## src/rtl/mem_test_gen.sv

```systemverilog
// Burst traffic generator/checker for the aq_axi_master user-side burst interface.
// Writes N bursts of a selectable pattern, reads them back and counts mismatching beats.
module mem_test_gen #(
  parameter int unsigned MEM_DATA_BITS = 64,
  parameter int unsigned ADDR_BITS     = 27,
  parameter int unsigned LEN_BITS      = 10,
  parameter int unsigned BURST_LEN     = 128,
  parameter logic [31:0] SEED          = 32'h1
) (
  input  logic                     M_AXI_ACLK,
  input  logic                     rst_n,
  input  logic                     start,
  input  logic                     stop,
  input  logic [1:0]               mode,
  input  logic                     loop_en,
  input  logic [ADDR_BITS-1:0]     base_addr,
  input  logic [15:0]              num_bursts,
  output logic                     wr_burst_req,
  output logic [LEN_BITS-1:0]      wr_burst_len,
  output logic [31:0]              wr_burst_addr,
  input  logic                     wr_burst_data_req,
  output logic [MEM_DATA_BITS-1:0] wr_burst_data,
  input  logic                     wr_burst_finish,
  output logic                     rd_burst_req,
  output logic [LEN_BITS-1:0]      rd_burst_len,
  output logic [31:0]              rd_burst_addr,
  input  logic                     rd_burst_data_valid,
  input  logic [MEM_DATA_BITS-1:0] rd_burst_data,
  input  logic                     rd_burst_finish,
  output logic                     busy,
  output logic                     done,
  output logic                     error,
  output logic [15:0]              err_cnt,
  output logic [ADDR_BITS-1:0]     err_addr,
  output logic [15:0]              pass_cnt
);

  localparam int unsigned Lanes   = MEM_DATA_BITS / 32;
  localparam int unsigned CntBits = LEN_BITS + 1;
  localparam logic [31:0] Poly    = 32'h8020_0003;

  typedef enum logic [2:0] {
    StIdle, StWrReq, StWrWait, StRdReq, StRdWait, StNext, StDone
  } state_e;

  state_e                  state_q;
  logic [1:0]              mode_q;
  logic [ADDR_BITS-1:0]    base_q;
  logic [15:0]             num_q;
  logic [15:0]             burst_idx_q;
  logic [ADDR_BITS-1:0]    burst_addr_q;
  logic [CntBits-1:0]      wr_beat_q;
  logic [CntBits-1:0]      rd_beat_q;
  logic [31:0]             wr_lfsr_q;
  logic [31:0]             rd_lfsr_q;
  logic                    wr_active_q;
  logic                    wr_req_q;
  logic                    rd_req_q;
  logic [LEN_BITS-1:0]     len_q;
  logic                    busy_q;
  logic                    done_q;
  logic                    error_q;
  logic [15:0]             err_cnt_q;
  logic [ADDR_BITS-1:0]    err_addr_q;
  logic [15:0]             pass_cnt_q;

  function automatic logic [31:0] lfsr_step(input logic [31:0] s);
    return {1'b0, s[31:1]} ^ (s[0] ? Poly : 32'h0);
  endfunction

  function automatic logic [MEM_DATA_BITS-1:0] pattern(input logic [1:0]           m,
                                                       input logic [ADDR_BITS-1:0] w,
                                                       input logic [31:0]          lfsr);
    logic [MEM_DATA_BITS-1:0] d;
    d = '0;
    unique case (m)
      2'b00: for (int i = 0; i < Lanes; i++) d[i*32 +: 32] = 32'(w);
      2'b01: d = MEM_DATA_BITS'(1) << (w % ADDR_BITS'(MEM_DATA_BITS));
      2'b10: for (int i = 0; i < Lanes; i++) d[i*32 +: 32] = lfsr;
      2'b11: d = {MEM_DATA_BITS{w[0]}};
    endcase
    return d;
  endfunction

  logic [ADDR_BITS-1:0]     wr_word, rd_word;
  logic [MEM_DATA_BITS-1:0] wr_pat, rd_exp;
  logic                     rd_take, rd_over, rd_bad;

  always_comb begin
    wr_word = burst_addr_q + ADDR_BITS'(wr_beat_q);
    rd_word = burst_addr_q + ADDR_BITS'(rd_beat_q);
    wr_pat  = pattern(mode_q, wr_word, wr_lfsr_q);
    rd_exp  = pattern(mode_q, rd_word, rd_lfsr_q);
    rd_take = (state_q == StRdWait) && rd_burst_data_valid;
    // Beats past the burst length are errors regardless of their data.
    rd_over = rd_beat_q >= CntBits'(BURST_LEN);
    rd_bad  = rd_take && (rd_over || (rd_burst_data != rd_exp));
  end

  always_ff @(posedge M_AXI_ACLK or negedge rst_n) begin
    if (!rst_n) begin
      state_q      <= StIdle;
      mode_q       <= 2'b00;
      base_q       <= '0;
      num_q        <= '0;
      burst_idx_q  <= '0;
      burst_addr_q <= '0;
      wr_beat_q    <= '0;
      rd_beat_q    <= '0;
      wr_lfsr_q    <= '0;
      rd_lfsr_q    <= '0;
      wr_active_q  <= 1'b0;
      wr_req_q     <= 1'b0;
      rd_req_q     <= 1'b0;
      len_q        <= '0;
      busy_q       <= 1'b0;
      done_q       <= 1'b0;
      error_q      <= 1'b0;
      err_cnt_q    <= '0;
      err_addr_q   <= '0;
      pass_cnt_q   <= '0;
    end else begin
      wr_req_q <= 1'b0;
      rd_req_q <= 1'b0;
      done_q   <= 1'b0;

      if (rd_bad) begin
        error_q <= 1'b1;
        if (err_cnt_q != 16'hFFFF) err_cnt_q <= err_cnt_q + 16'd1;
        if (!error_q) err_addr_q <= rd_word;
      end
      if (rd_take) begin
        rd_lfsr_q <= lfsr_step(rd_lfsr_q);
        if (!rd_over) rd_beat_q <= rd_beat_q + CntBits'(1);
      end
      if ((state_q == StWrWait) && wr_burst_data_req) begin
        wr_beat_q <= wr_beat_q + CntBits'(1);
        wr_lfsr_q <= lfsr_step(wr_lfsr_q);
      end

      unique case (state_q)
        StIdle: begin
          if (start) begin
            mode_q       <= mode;
            base_q       <= base_addr;
            num_q        <= num_bursts;
            burst_idx_q  <= '0;
            burst_addr_q <= base_addr;
            len_q        <= LEN_BITS'(BURST_LEN);
            error_q      <= 1'b0;
            err_cnt_q    <= '0;
            err_addr_q   <= '0;
            pass_cnt_q   <= '0;
            busy_q       <= 1'b1;
            if (num_bursts == 16'd0) begin
              state_q <= StDone;
              done_q  <= 1'b1;
            end else begin
              state_q  <= StWrReq;
              wr_req_q <= 1'b1;
            end
          end
        end
        StWrReq: begin
          // Address is settled here, so the per-burst generator is reloaded now.
          wr_beat_q   <= '0;
          wr_lfsr_q   <= SEED ^ 32'(burst_addr_q);
          wr_active_q <= 1'b1;
          state_q     <= StWrWait;
        end
        StWrWait: begin
          if (wr_burst_finish) begin
            wr_active_q <= 1'b0;
            state_q     <= StRdReq;
            rd_req_q    <= 1'b1;
          end
        end
        StRdReq: begin
          rd_beat_q <= '0;
          rd_lfsr_q <= SEED ^ 32'(burst_addr_q);
          state_q   <= StRdWait;
        end
        StRdWait: begin
          if (rd_burst_finish) state_q <= StNext;
        end
        StNext: begin
          if ((burst_idx_q + 16'd1) == num_q) begin
            pass_cnt_q <= pass_cnt_q + 16'd1;
            if (loop_en && !stop) begin
              burst_idx_q  <= '0;
              burst_addr_q <= base_q;
              state_q      <= StWrReq;
              wr_req_q     <= 1'b1;
            end else begin
              state_q <= StDone;
              done_q  <= 1'b1;
            end
          end else if (stop) begin
            state_q <= StDone;
            done_q  <= 1'b1;
          end else begin
            burst_idx_q  <= burst_idx_q + 16'd1;
            burst_addr_q <= burst_addr_q + ADDR_BITS'(BURST_LEN);
            state_q      <= StWrReq;
            wr_req_q     <= 1'b1;
          end
        end
        StDone: begin
          busy_q  <= 1'b0;
          state_q <= StIdle;
        end
        default: state_q <= StIdle;
      endcase
    end
  end

  assign wr_burst_req  = wr_req_q;
  assign rd_burst_req  = rd_req_q;
  assign wr_burst_len  = len_q;
  assign rd_burst_len  = len_q;
  assign wr_burst_addr = 32'(burst_addr_q);
  assign rd_burst_addr = 32'(burst_addr_q);
  // Data is forced low outside a write burst so reset and idle show all-zero outputs.
  assign wr_burst_data = wr_active_q ? wr_pat : '0;
  assign busy          = busy_q;
  assign done          = done_q;
  assign error         = error_q;
  assign err_cnt       = err_cnt_q;
  assign err_addr      = err_addr_q;
  assign pass_cnt      = pass_cnt_q;

endmodule

```

## config.mk

```make
export PLATFORM = sky130hd
export DESIGN_NAME = mem_test_gen
export DESIGN_NICKNAME = d
export VERILOG_FILES = /design/src/rtl/mem_test_gen.sv
export SDC_FILE = /design/constraint.sdc
export NUM_CORES = 1
export LEC_CHECK = 0
export BUFFER_PORTS_ARGS = -buffer_cell sky130_fd_sc_hd__buf_2
export CAP_MARGIN = 20
export CORE_ASPECT_RATIO = 1.4
export CORE_MARGIN = 3
export CORE_UTILIZATION = 45
export CTS_CLUSTER_DIAMETER = 60
export DETAILED_ROUTE_END_ITERATION = 8
export HOLD_SLACK_MARGIN = 0.05
export PLACE_DENSITY = 0.67
export SKIP_LAST_GASP = 1
export SYNTH_ARGS = -nofsm -noshare
export SYNTH_HDL_FRONTEND = slang
export SYNTH_SLANG_ARGS = --single-unit
```

## constraint.sdc

```tcl
create_clock -name M_AXI_ACLK -period 5.8 [get_ports M_AXI_ACLK]
set_input_delay 0.87 -clock M_AXI_ACLK [delete_from_list [all_inputs] [get_ports M_AXI_ACLK]]
set_output_delay 0.87 -clock M_AXI_ACLK [all_outputs]
set_load 0.005 [all_outputs]
```

==> results.md <==
* Hold slack at 252 ps
* Type of the worst min-delay path: primary input to asynchronous set/reset pin
* DRT iter0 DRCs at 1,547
* Clock tree buffer depth at 3
* Number of I/O pins at 330
* Crit end category: register
* Largest net degree at the start of global routing at 162
* Synth Flop Type: dfrtp_1
* M3 GR Usage at 4.83%
* Reg2Reg Setup Slack at 400 ps
* Crit-path slowest cell: nor4_4
* Switching share of power at 49.6%
* Pre-antenna DRT Iters at 6
* Routability cong. at 0.950
* Register area share after synthesis at 34.0%
* P per Cell Area at 531 nW/um^2
* WL final at 69,600 microns
* Vias per cell at 6.06
* Rel. slew slack at 25.9%
* PostCTS Resize Cnt at 0
* Detail Route Antenna Nets at 0
* Max VDD drop at 0.358 mV
* CTS Buf Count at 30
* R2R cell count at 14
* Max Slew Vio Count at 0
* Clk_lat worst skew at 580 ps
* Initial Utilization at 46.1%
* # setup viols final at 0
* Final setup margin at 398 ps
* Area of the core at 38,800 sq um
* Die X at 174 microns
* Number of global-route vias before repair at 18,200
* Area growth from synthesis to layout at 15.2%
* Mapped Area at 17,900 sq um
* NetSw at 5420 uW
* Unrepaired setup endpoints after global routing: no
* Worst r2r src: rd_beat_q[0]$_DFFE_PN0P_
* Syn Inst Count at 2,337
* CTS Sinks at 243
* Outcome: completed
* CP Cell Sequence: ha_1, fa_1, a211oi_4, nor2_4, nor4_4, a31oi_1, xor2_1, o2111ai_1, a2111o_1, nor4_1, nand4_1, or3_1, a41oi_1, a211oi_1
* Period Utilization, post-route at 93.1%
* Combinational group share of total power at 55.9%
* Yosys top cell by area: dfrtp_1
* Pleak at 0.00948 uW
* Arr. time, crit path at 5840 ps
* Share of cells above drive strength 1 at 17.8%
* Antenna cells at 0
* TritonCTS clock tree: yes
* Dpl ws at 493 ps
* Final hold violation count at 0
* Fin cells at 3,095
* Number of synthesized flops with an enable pin at 0
* Reg clk slew, reported paths at 60 ps
* Critical path class: register to register
* Die Footprint at 42,200 sq um
* Commonest non-fill, non-tap cell in the layout: nand2_1
* Clock Tree Root: clkbuf_16
* #FFs+latches synth at 243
* Worst R2R End: err_cnt[12]$_DFF_PN0_
* Post-layout minimum cycle time at 5400 ps
* Synthesis Warnings at 0
* Startpoint class of the critical path: register
* First-pass GRT wire length at 107,000 microns
* Placed Instances at 3,044
* Post-DP HPWL at 51,800 microns
* Mean Syn Cell Area at 7.65 sq um
* Maxcap violations at 0
* CP top delay family: simple AND/OR/NAND/NOR gates
* # DRC at 0
* Hold Buf Count CTS at 0
* Distinct cells, synth at 85
* CP Launch Point: rd_beat_q[0]$_DFFE_PN0P_
* Post-CTS Setup Bufs at 0
* Ys async rst share at 100%
* Int Power at 5520 uW
* Final #Nets at 2,704
* CTS H-tree lvls at 1
* M1 GR Usage at 37.5%
* Tightest Pin Transition at 1100 ps
* Port bufs at 301
* Vias at 18,800
* Overall Power at 10,900 uW
* WP buf/inv at 0
* Part of the power in the clock network at 17.2%
* Initial antenna violation count at 3
* Post-synth top area share at 34.0%
* Congestion Overflow GR at 0
* Die Y at 242 microns
* Drt wl/cell at 22.5 microns
* Clock Skew at 21.2 ps
* Seq pwr share at 26.9%
* Top cells by area, synth: dfrtp_1, nand2_1, o21ai_0
* Cell Rows at 85
* Fmax at 185 MHz
* GR peak layer: met2
* GRT Overall Usage at 31.8%
* Setup TNS at 0 ps
* Met2 usage at 54.7%
* CP peak stage delay at 980 ps
* Most frequent cells in the layout: nand2_1, buf_2, dfrtp_1
* CP Data Required Time at 6240 ps
* CP max FO at 19
[power by group through the flow]
stage                     clock network, uW  logic [uW]  registers, uW
after floorplan                           0        3880           2670
after global placement                    0        5930           2930
after detailed placement                  0        5990           2950
after CTS                              1910        6020           2930
after global routing                   1960        6640           3020
final                                  1880        6110           2950
[layout make-up]
class | count | area (sq um)
fillers | 3757 | 18200
multi-input cells | 1890 | 10800
flip-flops and latches | 243 | 6080
repair buffers | 364 | 2000
clock buffers | 39 | 836
well taps | 522 | 653
clock inverters | 11 | 126
inverters | 26 | 97.6
[worst register-to-register path, stage by stage (launching register included)]
cell	delay, ps
dfrtp_1	410
ha_1	270
fa_1	520
a211oi_4	390
nor2_4	130
nor4_4	980
a31oi_1	230
xor2_1	190
o2111ai_1	120
a2111o_1	440
nor4_1	320
nand4_1	260
or3_1	620
a41oi_1	300
a211oi_1	70
[registers in the layout, indices dropped and copies added, names as in the netlist, 2 cells and up]
register / count
pass_cnt: 16
rd_lfsr_q: 32
mode_q: 2
err_cnt: 16
err_addr: 27
burst_addr_q: 27
state_q: 3
base_q: 27
wr_beat_q: 11
wr_lfsr_q: 32
num_q: 16
burst_idx_q: 16
rd_beat_q: 11
[cell usage after synthesis (14+ instances only)]
cell type / instances
nor4_1: 22
o21ai_0: 216
clkbuf_1: 123
dfrtp_1: 243
xnor2_1: 69
o21a_1: 19
ha_1: 29
nor2b_1: 29
or3_1: 29
nand4_1: 28
nand3_1: 80
nor3_1: 34
a21oi_1: 158
a31oi_1: 66
mux2i_1: 47
buf_4: 58
a211oi_1: 36
xor2_1: 50
nor2_1: 201
inv_1: 26
o31ai_1: 16
and2_1: 14
nand2b_1: 14
and3_1: 73
nand2_1: 442
[metrics by stage]
step | area [sq um] | utilization (%)
final | 20600 | 53.1
after global routing | 20600 | 53.1
after CTS | 20600 | 53.1
after detailed placement | 19600 | 50.6
after global placement | 19600 | 50.6
after floorplan | 18000 | -
[metal layers]
metal | share of wire, % | up-vias
li1 | - | 8669
met3 | 7.3 | 240
met2 | 48 | 899
met1 | 37 | 8949
met4 | 7.0 | 4
met5 | 0.032 | -
[cells by family (layout without fill, tap and decap cells)]
group	Yosys count	count (layout)	synth area share [%]
other	1	28	0.0210
buffers and inverters	231	440	6.39
flip-flops	243	243	34.0
multiplexers	51	51	2.88
XOR/XNOR	119	119	5.83
AO/OA/AOI/OAI	646	646	22.3
AND/OR/NAND/NOR	1015	1015	26.3
adder cells (fa/ha/maj)	31	31	2.25
[how the worst max path moves through the flow]
stage               slack (ps)                    end  cells past startpoint
floorplan                 1400  err_cnt[14]$_DFF_PN0_                     16
global placement           560  err_cnt[12]$_DFF_PN0_                     14
detailed placement         490   err_cnt[2]$_DFF_PN0_                     14
CTS                        480      wr_burst_data[56]                     15
global route                50   err_cnt[2]$_DFF_PN0_                     14
finish                     400  err_cnt[12]$_DFF_PN0_                     14
Power figures use the tool's default switching activity.
